<file path="src/rtl/univ_shift_register.sv">
// -----------------------------------------------------------------------------
// univ_shift_register
// Parametrised universal shift register: hold, shift right, shift left and
// parallel load on a WIDTH-bit word, with serial in/out at both ends.
// Counts the shifts since the last load (saturating at WIDTH) and flags when
// the loaded word has been completely shifted out.
//
// Build option:
//   UNIV_SR_ROTATE_EN - when defined, both shift modes become rotates and the
//                       serial inputs ser_in_r / ser_in_l are ignored.
//                       drained then means one full rotation is complete.
// -----------------------------------------------------------------------------
module univ_shift_register #(
    parameter int               WIDTH     = 4,
    parameter logic [WIDTH-1:0] RESET_VAL = {WIDTH{1'b0}},
    localparam int              CW        = $clog2(WIDTH + 1)
) (
    input  logic             clk,
    input  logic             rst,
    input  logic [1:0]       mode,
    input  logic [WIDTH-1:0] d_in,
    input  logic             ser_in_r,
    input  logic             ser_in_l,
    output logic [WIDTH-1:0] d_out,
    output logic             ser_out_r,
    output logic             ser_out_l,
    output logic [CW-1:0]    shift_cnt,
    output logic             drained
);

    // Mode encodings
    localparam logic [1:0] MODE_HOLD  = 2'b00;
    localparam logic [1:0] MODE_SHR   = 2'b01;
    localparam logic [1:0] MODE_SHL   = 2'b10;
    localparam logic [1:0] MODE_LOAD  = 2'b11;

    // Saturation value of the shift counter
    localparam logic [CW-1:0] CNT_FULL = CW'(WIDTH);

    // State registers
    logic [WIDTH-1:0] r_data;
    logic [CW-1:0]    r_cnt;
    logic             r_drained;

    // Next-state wires
    logic [WIDTH-1:0] w_data_nxt;
    logic [CW-1:0]    w_cnt_nxt;
    logic             w_drained_nxt;

    // Bits entering the word at each end on a shift
    logic             w_fill_msb;
    logic             w_fill_lsb;

    // Saturating counter value and drain detection for a shift this cycle
    logic [CW-1:0]    w_cnt_inc;
    logic             w_cnt_hits_full;

`ifdef UNIV_SR_ROTATE_EN
    // Rotate: the bit leaving one end re-enters at the other end
    assign w_fill_msb = r_data[0];
    assign w_fill_lsb = r_data[WIDTH-1];

    // Serial inputs have no function in rotate builds
    logic w_unused_ser;
    assign w_unused_ser = ser_in_r ^ ser_in_l;
`else
    // Shift: external serial bits fill the vacated position
    assign w_fill_msb = ser_in_r;
    assign w_fill_lsb = ser_in_l;
`endif

    // Saturating increment of the shift count
    always_comb begin
        w_cnt_inc       = r_cnt;
        w_cnt_hits_full = 1'b0;
        if (r_cnt >= CNT_FULL) begin
            w_cnt_inc       = CNT_FULL;
            w_cnt_hits_full = 1'b1;
        end else begin
            w_cnt_inc       = r_cnt + {{(CW-1){1'b0}}, 1'b1};
            w_cnt_hits_full = ((r_cnt + {{(CW-1){1'b0}}, 1'b1}) == CNT_FULL);
        end
    end

    // Next-state decode of the register word, shift count and drain flag
    always_comb begin
        w_data_nxt    = r_data;
        w_cnt_nxt     = r_cnt;
        w_drained_nxt = r_drained;
        case (mode)
            MODE_HOLD: begin
                w_data_nxt    = r_data;
                w_cnt_nxt     = r_cnt;
                w_drained_nxt = r_drained;
            end
            MODE_SHR: begin
                w_data_nxt    = {w_fill_msb, r_data[WIDTH-1:1]};
                w_cnt_nxt     = w_cnt_inc;
                // Once drained, the flag stays up until the next load
                w_drained_nxt = r_drained | w_cnt_hits_full;
            end
            MODE_SHL: begin
                w_data_nxt    = {r_data[WIDTH-2:0], w_fill_lsb};
                w_cnt_nxt     = w_cnt_inc;
                w_drained_nxt = r_drained | w_cnt_hits_full;
            end
            MODE_LOAD: begin
                // A load always wins, even on a drained register
                w_data_nxt    = d_in;
                w_cnt_nxt     = {CW{1'b0}};
                w_drained_nxt = 1'b0;
            end
            default: begin
                w_data_nxt    = r_data;
                w_cnt_nxt     = r_cnt;
                w_drained_nxt = r_drained;
            end
        endcase
    end

    // State update; synchronous reset has priority over every mode
    always_ff @(posedge clk) begin
        if (rst) begin
            r_data    <= RESET_VAL;
            r_cnt     <= {CW{1'b0}};
            r_drained <= 1'b1;
        end else begin
            r_data    <= w_data_nxt;
            r_cnt     <= w_cnt_nxt;
            r_drained <= w_drained_nxt;
        end
    end

    // Outputs come straight from flops, so the serial taps are glitch-free
    assign d_out     = r_data;
    assign ser_out_r = r_data[0];
    assign ser_out_l = r_data[WIDTH-1];
    assign shift_cnt = r_cnt;
    assign drained   = r_drained;

endmodule

</file>
<file path="config.mk">
export PLATFORM = sky130hd
export DESIGN_NAME = univ_shift_register
export DESIGN_NICKNAME = d
export VERILOG_FILES = /design/src/rtl/univ_shift_register.sv
export SDC_FILE = /design/constraint.sdc
export NUM_CORES = 1
export LEC_CHECK = 0
export BUFFER_PORTS_ARGS = -buffer_cell sky130_fd_sc_hd__buf_2
export CAP_MARGIN = 0
export CORE_AREA = 2 2 39 41
export CTS_CLUSTER_SIZE = 25
export DETAILED_ROUTE_END_ITERATION = 10
export DIE_AREA = 0 0 41 43
export PLACE_DENSITY_LB_ADDON = 0.2
export REMOVE_ABC_BUFFERS = 1
export SKIP_LAST_GASP = 1
export SLEW_MARGIN = 5
export SYNTH_ARGS = -nofsm -noshare
export SYNTH_HDL_FRONTEND = slang
export SYNTH_SLANG_ARGS = --single-unit
export TNS_END_PERCENT = 100
</file>
<file path="constraint.sdc">
create_clock -name clk -period 2.84 [get_ports clk]
set_input_delay 0.568 -clock clk [delete_from_list [all_inputs] [get_ports clk]]
set_output_delay 0.568 -clock clk [all_outputs]
set_load 0.05 [all_outputs]
</file>
==> metrics.cfg <==
[timing]
tightestPinTransition_ns = 0.272
fin_crit_ns = 1.51
holdWs_ns = 0.503
finalClockSkew_ns = 0.000429
maxSlewHeadroom_pct = 81.6
finalSetupViolCount = 0
final_hold_viol_count = 0
slew_viol_final = 0
tns_ns = 0
period_share_pct = 53.0
fmax_ghz = 0.664
setup_ws_ns = 1.33
rsz0062_at_grt = no

[floorplan]
initial_core_util_pct = 34.0
row_count = 14
dieArea_sq_mm = 0.00176
fp.dieW_microns = 41
core-area_sq_mm = 0.00138
die_h_microns = 43
io_pins = 20

[synthesis]
synthDistinctLibCells = 19
avgSynthCellArea_sq_um = 12.1
synth_cells = 39
synth_warnings = 0
synth_seq_cells = 8
ys_seq_area_share_pct = 34.0
synth_area_sq_um = 470

[setup_path]
cp_top_family = flip-flops
crit_path_end_kind = output port
reg2reg_depth = 4
rr_startpoint = shift_cnt[0]
crit_slowest_cell = dfxtp_1
cp-startpoint = shift_cnt[2]
r2r_slack_ns = 1.56
cp.arrival_ns = 0.94
r2r_end = shift_cnt[2]
crit_path_cell_trace = buf_2
start_kind = flop
required_ns = 2.27
worstSetupPathType = reg2out
crit_buf_inv = 1
critPathMaxFanout = 5
cpPeakStageDelay_ns = 0.40

[finish]
antenna_cells = 0
nets = 71
fillers = 144
drive_gt1_share_pct = 44.6
final_common_cell = buf_2
final_util_pct = 40.9
final_cell_mix = buf_2 (19), dfxtp_1 (8), inv_1 (4)
fin_area_sq_um = 566
syn2layout_area_growth_pct = 20.2

[worst_hold_path]
hold_path_startpoint = drained
hp-class = reg2reg
holdPathStages = 2
hold_end = drained

[power]
p_sw_share_pct = 32.6
leakagePower_nw = 0.264
max-vdd-ir-drop_v = 0.000188
seqPwrFrac_pct = 43.5
intPower_uw = 198
combPwrFrac_pct = 28.2
p_switching_uw = 95.6
power.share.clock_pct = 28.4
p_per_area_mw_per_mm2 = 518

[drt]
drt_pre_antenna_iters = 2
drtIter0Drc = 4
vias = 356
drc = 0
ant_nets = 0
routed_via_density = 4.94
totalWireLength_microns = 890
wl_per_cell_microns = 12.4

[placement]
dp_slack_ns = 1.22
gp_congestion = 0.706
placed_area_sq_um = 543
dp_hpwl_microns = 678
io_buffers = 19

[outcome]
status = finished clean

[run]
drv_cap = 0

[global_route]
grt_overflow_total = 0
grt_pass1_wl_mm = 1.46
antenna_found_initial = 0
grt_usage_pct = 12.4
grt_max_degree = 12
grt_pass1_vias = 340

[clock_tree]
clock_path_buffers = 2
clock_latency_ns = 0.24
clkTransAtPathRegs_ns = 0.05
cts_hold_buf = 0
post_cts_resized = 0
cts_tree = yes
htree_levels = 1
clock_sinks = 8
cts_root_buf = clkbuf_4
cts_made_buffers = 3
post_cts_buffers = 0

layout make-up:
| cell class | count | area (sq um) | area share [%] |
|---|---|---|---|
| tap | 16 | 20.0 | 3.54 |
| inverter | 4 | 15.0 | 2.65 |
| sequential | 8 | 160 | 28.3 |
| multi-input combinational | 22 | 253 | 44.7 |
| clock buffer | 3 | 22.5 | 3.98 |
| timing repair buffer | 19 | 95.1 | 16.8 |
layer usage:
layer  global-route usage (%)  wire length [microns]
met5                        0                      0
met4                     8.00                     10
met3                     3.66                    114
met2                     16.6                    352
met1                     16.7                    412
per-stage QoR:
stage,total power [mW],cells
global placement,0.213,69
CTS,0.300,72
detailed placement,0.213,69
global route,0.314,72
finish,0.293,72
floorplan,0.187,34
worst max-delay path by stage:
| stage | to | cells past startpoint |
|---|---|---|
| 2_1_floorplan | shift_cnt[2] | 4 |
| 3_5_place_dp | d_out[0] | 3 |
| 6_report | shift_cnt[2] | 1 |
| 5_1_grt | shift_cnt[2] | 1 |
| 3_3_place_gp | d_out[0] | 3 |
| 4_1_cts | shift_cnt[2] | 1 |
flip-flops by register name (all words and copies together), names as in the netlist:
name and flops:
d_out 4, shift_cnt 3, drained 1
power groups by stage:
stage                     Clock, mW  Combinational (mW)  Sequential (mW)
after detailed placement          0              0.0832            0.130
after CTS                    0.0888              0.0835            0.128
final                        0.0832              0.0826            0.127
after floorplan                   0              0.0233            0.164
after global routing         0.0961              0.0887            0.129
after global placement            0              0.0824            0.130
kinds of logic (layout without fill, tap and decap cells):
| logic type | Yosys count | after routing | synth area share [%] |
|---|---|---|---|
| AND/OR/NAND/NOR | 8 | 8 | 12.8 |
| flip-flops | 8 | 8 | 34.0 |
| buffers and inverters | 9 | 26 | 12.2 |
| AO/OA/AOI/OAI | 6 | 6 | 10.4 |
| XOR/XNOR | 1 | 1 | 1.86 |
| adder cells (fa/ha/maj) | 3 | 3 | 7.98 |
| multiplexers | 4 | 4 | 20.7 |
synth_stat cells:
| cell type | count | share of area [%] |
|---|---|---|
| a221oi_1 | 1 | 1.9 |
| a2bb2oi_1 | 1 | 1.9 |
| buf_2 | 1 | 1.1 |
| buf_4 | 2 | 3.2 |
| buf_6 | 2 | 4.8 |
| dfxtp_1 | 8 | 34 |
| ha_1 | 3 | 8.0 |
| inv_1 | 4 | 3.2 |
| mux4_1 | 2 | 11 |
| mux4_2 | 2 | 9.6 |
| nand2_1 | 1 | 0.80 |
| nor2_1 | 1 | 0.80 |
| nor2b_1 | 3 | 4.0 |
| nor2b_4 | 1 | 2.9 |
| o21bai_1 | 1 | 1.6 |
| o22ai_1 | 1 | 1.3 |
| o41ai_1 | 2 | 3.7 |
| or4b_1 | 2 | 4.3 |
| xnor2_1 | 1 | 1.9 |
Power figures use the tool's default switching activity.
